--- src/rtl/handshake_pkg.sv ---
// Shared handshake types and elaboration helpers for the control-merge slice.
package handshake_pkg;

    // One handshake channel seen as a {valid, ready} pair; a transfer is valid & ready.
    typedef struct packed {
        logic valid;
        logic ready;
    } hs_t;

    function automatic int unsigned clog2(input int unsigned n);
        int unsigned r;
        r = 0;
        while ((32'd1 << r) < n) begin
            r++;
        end
        return r;
    endfunction

endpackage

--- src/rtl/rr_priority_picker.sv ---
// Combinational rotating-priority picker: first set request at or after ptr, wrapping at N-1.
module rr_priority_picker #(
    parameter int N = 4,
    parameter int W = 2
) (
    input  logic [N-1:0] req,
    input  logic [W-1:0] ptr,
    output logic         any,
    output logic [W-1:0] win,
    output logic [N-1:0] win_onehot
);

    logic [2*N-1:0] req_dbl;
    logic [N-1:0]   req_rot;
    logic [N-1:0]   oh_rot;
    logic [2*N-1:0] oh_dbl;
    logic [W:0]     sel;
    logic [W:0]     sum;

    always_comb begin
        req_dbl = {req, req} >> ptr;
        req_rot = req_dbl[N-1:0];
        // isolate the lowest set bit of the rotated request vector
        oh_rot  = req_rot & (~req_rot + N'(1));
        any     = |req_rot;
        sel     = '0;
        for (int unsigned j = N; j > 0; j--) begin
            if (req_rot[j-1]) begin
                sel = (W+1)'(j - 1);
            end
        end
        // rotate back by ptr with a single conditional subtract instead of modulo
        sum = {1'b0, ptr} + sel;
        if (sum >= (W+1)'(N)) begin
            sum = sum - (W+1)'(N);
        end
        win        = sum[W-1:0];
        oh_dbl     = {oh_rot, oh_rot} << ptr;
        win_onehot = oh_dbl[2*N-1:N];
    end

endmodule

--- src/rtl/handshake_control_merge_rr.sv ---
// Round-robin control merge: registered index token naming the granted requester.
module handshake_control_merge_rr
    import handshake_pkg::*;
#(
    parameter int NUM_INPUTS  = 4,
    parameter int INDEX_WIDTH = 2
) (
    input  logic                   clk,
    input  logic                   rst,
    input  logic [NUM_INPUTS-1:0]  ins_valid,
    output logic [NUM_INPUTS-1:0]  ins_ready,
    output logic [INDEX_WIDTH-1:0] index,
    output logic                   index_valid,
    input  logic                   index_ready
);

    if (INDEX_WIDTH < 1 || INDEX_WIDTH < int'(clog2(NUM_INPUTS))) begin : g_bad_width
        $error("INDEX_WIDTH too small for NUM_INPUTS");
    end

    hs_t                   out_hs;
    logic                  load;
    logic                  any;
    logic [INDEX_WIDTH-1:0] ptr;
    logic [INDEX_WIDTH-1:0] win;
    logic [NUM_INPUTS-1:0]  win_onehot;

    rr_priority_picker #(
        .N (NUM_INPUTS),
        .W (INDEX_WIDTH)
    ) u_picker (
        .req        (ins_valid),
        .ptr        (ptr),
        .any        (any),
        .win        (win),
        .win_onehot (win_onehot)
    );

    always_comb begin
        out_hs.valid = index_valid;
        out_hs.ready = index_ready;
        load         = !out_hs.valid || out_hs.ready;
        ins_ready    = (load && rst) ? win_onehot : '0;
    end

    always_ff @(posedge clk or negedge rst) begin
        if (!rst) begin
            index_valid <= 1'b0;
            index       <= '0;
            ptr         <= '0;
        end else if (load) begin
            if (any) begin
                index_valid <= 1'b1;
                index       <= win;
                ptr         <= (win == INDEX_WIDTH'(NUM_INPUTS - 1)) ? '0 : win + INDEX_WIDTH'(1);
            end else begin
                index_valid <= 1'b0;
            end
        end
    end

endmodule

--- config.mk ---
export PLATFORM = sky130hd
export DESIGN_NAME = handshake_control_merge_rr
export DESIGN_NICKNAME = d
export VERILOG_FILES = /design/src/rtl/handshake_pkg.sv /design/src/rtl/rr_priority_picker.sv /design/src/rtl/handshake_control_merge_rr.sv
export SDC_FILE = /design/constraint.sdc
export NUM_CORES = 1
export LEC_CHECK = 0
export ABC_CLOCK_PERIOD_IN_PS = 4500
export CORE_AREA = 4 4 41 43
export CTS_BUF_LIST = sky130_fd_sc_hd__clkbuf_4 sky130_fd_sc_hd__clkbuf_8
export DETAILED_ROUTE_END_ITERATION = 7
export DIE_AREA = 0 0 45 47
export HOLD_SLACK_MARGIN = 0.08
export SYNTH_ARGS = -nofsm -noshare
export SYNTH_HDL_FRONTEND = slang
export SYNTH_SLANG_ARGS = --single-unit
export TNS_END_PERCENT = 50
--- constraint.sdc ---
create_clock -name clk -period 4.5 [get_ports clk]
set_clock_uncertainty 0.1 [all_clocks]
set_input_delay 0.45 -clock clk [delete_from_list [all_inputs] [get_ports clk]]
set_output_delay 0.45 -clock clk [all_outputs]
set_load 0.01 [all_outputs]
==> results.md <==
- Outcome: finished clean
- # IOs: 14
- Worst path most repeated cell: clkdlybuf4s50_1
- CP startpoint kind: primary input
- Crit path DAT: 2.30 ns
- Final Cycle Share: a little over three fifths
- Post-DRT Antenna Nets: 0
- GRT overflow: 0
- Final min period: between 2 and 3 ns
- Post-Syn Area per Cell: 7.97 sq um
- Row Count: 13
- Worst path bufs/invs: 3
- Synth Area in Adders: 5.24%
- Final WL: slightly below 1000 um
- Register bit total from synthesis: 5
- Clk buf depth: 2
- Mapped Nets: 69
- Placer Congestion: between 0.7 and 0.8
- Wire length per cell: 11.3 um
- Pwr dens: 579 nW/um^2
- Crit end category: output pin
- Cts hold-fix bufs: 0
- IO buf count: 13
- CTS tree: built
- Top cells by count, synth: nor2_1 (7), a21oi_1 (5), dfrtp_1 (5)
- Max-slew violations: 0
- Hpwl dp: 730 um
- Clock transition at path regs: roughly 0.04 ns
- Post-synth top area cell: dfrtp_1
- Max-cap violations: 0
- Slew HR: between 60% and 70%
- Pre-antenna DRT Iters: 2
- Total negative setup slack: 0 ns
- Layout cells sized above 1: 8.33%
- Top delay family on crit path: buffers and inverters
- Die extent in x: approximately 45 um
- Count leader, synth: nor2_1
- Hold Violations, Final: 0
- DRT iter0 DRCs: 3
- PostCTS Resize Cnt: 0
- Tightest Pin Transition: 0.493 ns
- Core Region: about 1300 sq um
- Post-Synth Simple-Gate Area: approximately a fifth
- Largest net degree at the start of global routing: 17
- Postcts setup bufs: 0
- RSZ-0062 raised after global routing: false
- Final setup viols: 0
- Compound-gate portion of the synthesized area: approximately a quarter
- DP Worst Slack: 1.65 ns
- Crit-path slowest cell: clkdlybuf4s50_1
- Syn-to-layout area delta: 32.5%
- Setup CP Type: in -> out
- Initial antenna violation count: 0
- Synth area leaders: dfrtp_1 (26%), xnor2_1 (7.3%), nor2_1 (5.5%)
- Mapped cell area: about 480 sq um
- TritonCTS buffer count: 3
- Slowest cell delay on critical path: 0.67 ns
- Routed via count: around 450
- Power Total: 0.366 mW
- Lkg Pwr: 0.266 nW
- Vias in the first global route: about 400
- Fin worst setup slack: between 1.5 and 2 ns
- Combinational family with the most area after synthesis: compound AO/OA/AOI/OAI gates
- Via density: between 5 and 6
- Post-synth EDFFs: 0
- First-pass GRT wire length: about 1700 um
- Share of the synthesized area in the top cell type: between 20% and 30%
- Die Area: between 2000 and 2500 sq um
- CP Cell Sequence: clkdlybuf4s50_1 -> inv_1 -> o21ai_0 -> o21a_1 -> o22ai_1 -> and3_1 -> clkdlybuf4s50_1
- H-Tree Depth: 1
- Peak Freq: ~0.35 GHz
- Ant diodes: 0
- Post-Synth XOR/XNOR Area: a little under a tenth
- Root Driver: clkbuf_4
- Detailed-route DRC error count: 0
- Mux cell area share after synthesis: 6.54%
- Starting Density: a little under two fifths
- VDD IR-drop max: around 0.00036 V
- Clock Latency Late Sink: ~0.24 ns
- Async S/R FF share, synth: 100%
- Main synth FF type: dfrtp_1
- Cell count after synthesis: 60
- GRT Total Usage: 11.0%
- Synth Warn #: 0
- Hold Crit Class: in -> async
- Die Y: 47 um
- Cell variety after synth: 28
- Layout Nets: between 80 and 90
- Post-synthesis sequential area ratio: roughly a quarter
- Worst path required time: 3.95 ns
- Clock tree sinks: 5
- CP max FO: 11
-- path summary, 6_finish.rpt --
kind	from	slack (ns)	end	cells after the start
min reg2reg	index[0]$_DFFE_PN0P_	0.41	index[0]$_DFFE_PN0P_	1
min	rst	0.34	index[0]$_DFFE_PN0P_	1
max in group asynchronous	rst	3.77	index_valid$_DFFE_PN0N_	1
max	ins_valid[2]	1.65	ins_ready[0]	7
min in group clk	index[0]$_DFFE_PN0P_	0.41	index[0]$_DFFE_PN0P_	1
max reg2reg	ptr[0]$_DFFE_PN0P_	2.33	ptr[1]$_DFFE_PN0P_	9
-- layer usage --
metal	vias to the layer above	wire (um)	GRT usage (%)
met4	0	0	7.02
met1	201	483	14.5
met5	-	0	0
met3	0	73	2.30
met2	12	426	16.4
li1	239	-	-
-- sequential cells by signal, indices dropped and copies added (netlist names) --
register,flops
index,2
index_valid,1
ptr,2
-- power breakdown --
part / internal, mW / switching (mW)
sequential: 0.0646 / 0.0416
clock: 0.0395 / 0.0175
combinational: 0.116 / 0.0868
total: 0.221 / 0.146
-- stage by stage --
stage / cell area (sq um) / utilization (%) / std cells / hold WS, ns
2_1_floorplan: 478 / - / 60 / 0.0544
3_3_place_gp: 603 / 46.3 / 83 / 0.400
3_5_place_dp: 603 / 46.3 / 83 / 0.405
4_1_cts: 633 / 48.7 / 87 / 0.338
5_1_grt: 633 / 48.7 / 87 / 0.343
6_report: 633 / 48.7 / 87 / 0.340
-- layout make-up --
type / instances / area (sq um)
clock buffer: 4 / 30.0
fill: 135 / 668
inverter: 3 / 11.3
multi-input combinational: 47 / 318
sequential: 5 / 125
tap: 15 / 18.8
timing repair buffer: 13 / 130
-- placed cells by master (no fill, tap or decap), drive strengths merged, types with 2 or more instances in the layout --
cell	synthesis	final
clkdlybuf4s50	0	13
nor2	7	7
a21oi	5	5
dfrtp	5	5
xnor2	4	4
clkbuf	1	4
nand2	3	3
inv	3	3
and3	3	3
nand3	2	2
o31ai	2	2
o22ai	2	2
o21ai	2	2
mux2i	2	2
ha	2	2
-- cell families after synthesis --
logic type	count (synthesis)
xor gates and xnor gates	5
DFF	5
muxes	3
and+or+nand+nor	20
buffers and inverters	8
adders and majority gates	2
AOI/OAI and AO/OA	17
Note: power is estimated with default switching activity, not from simulation.
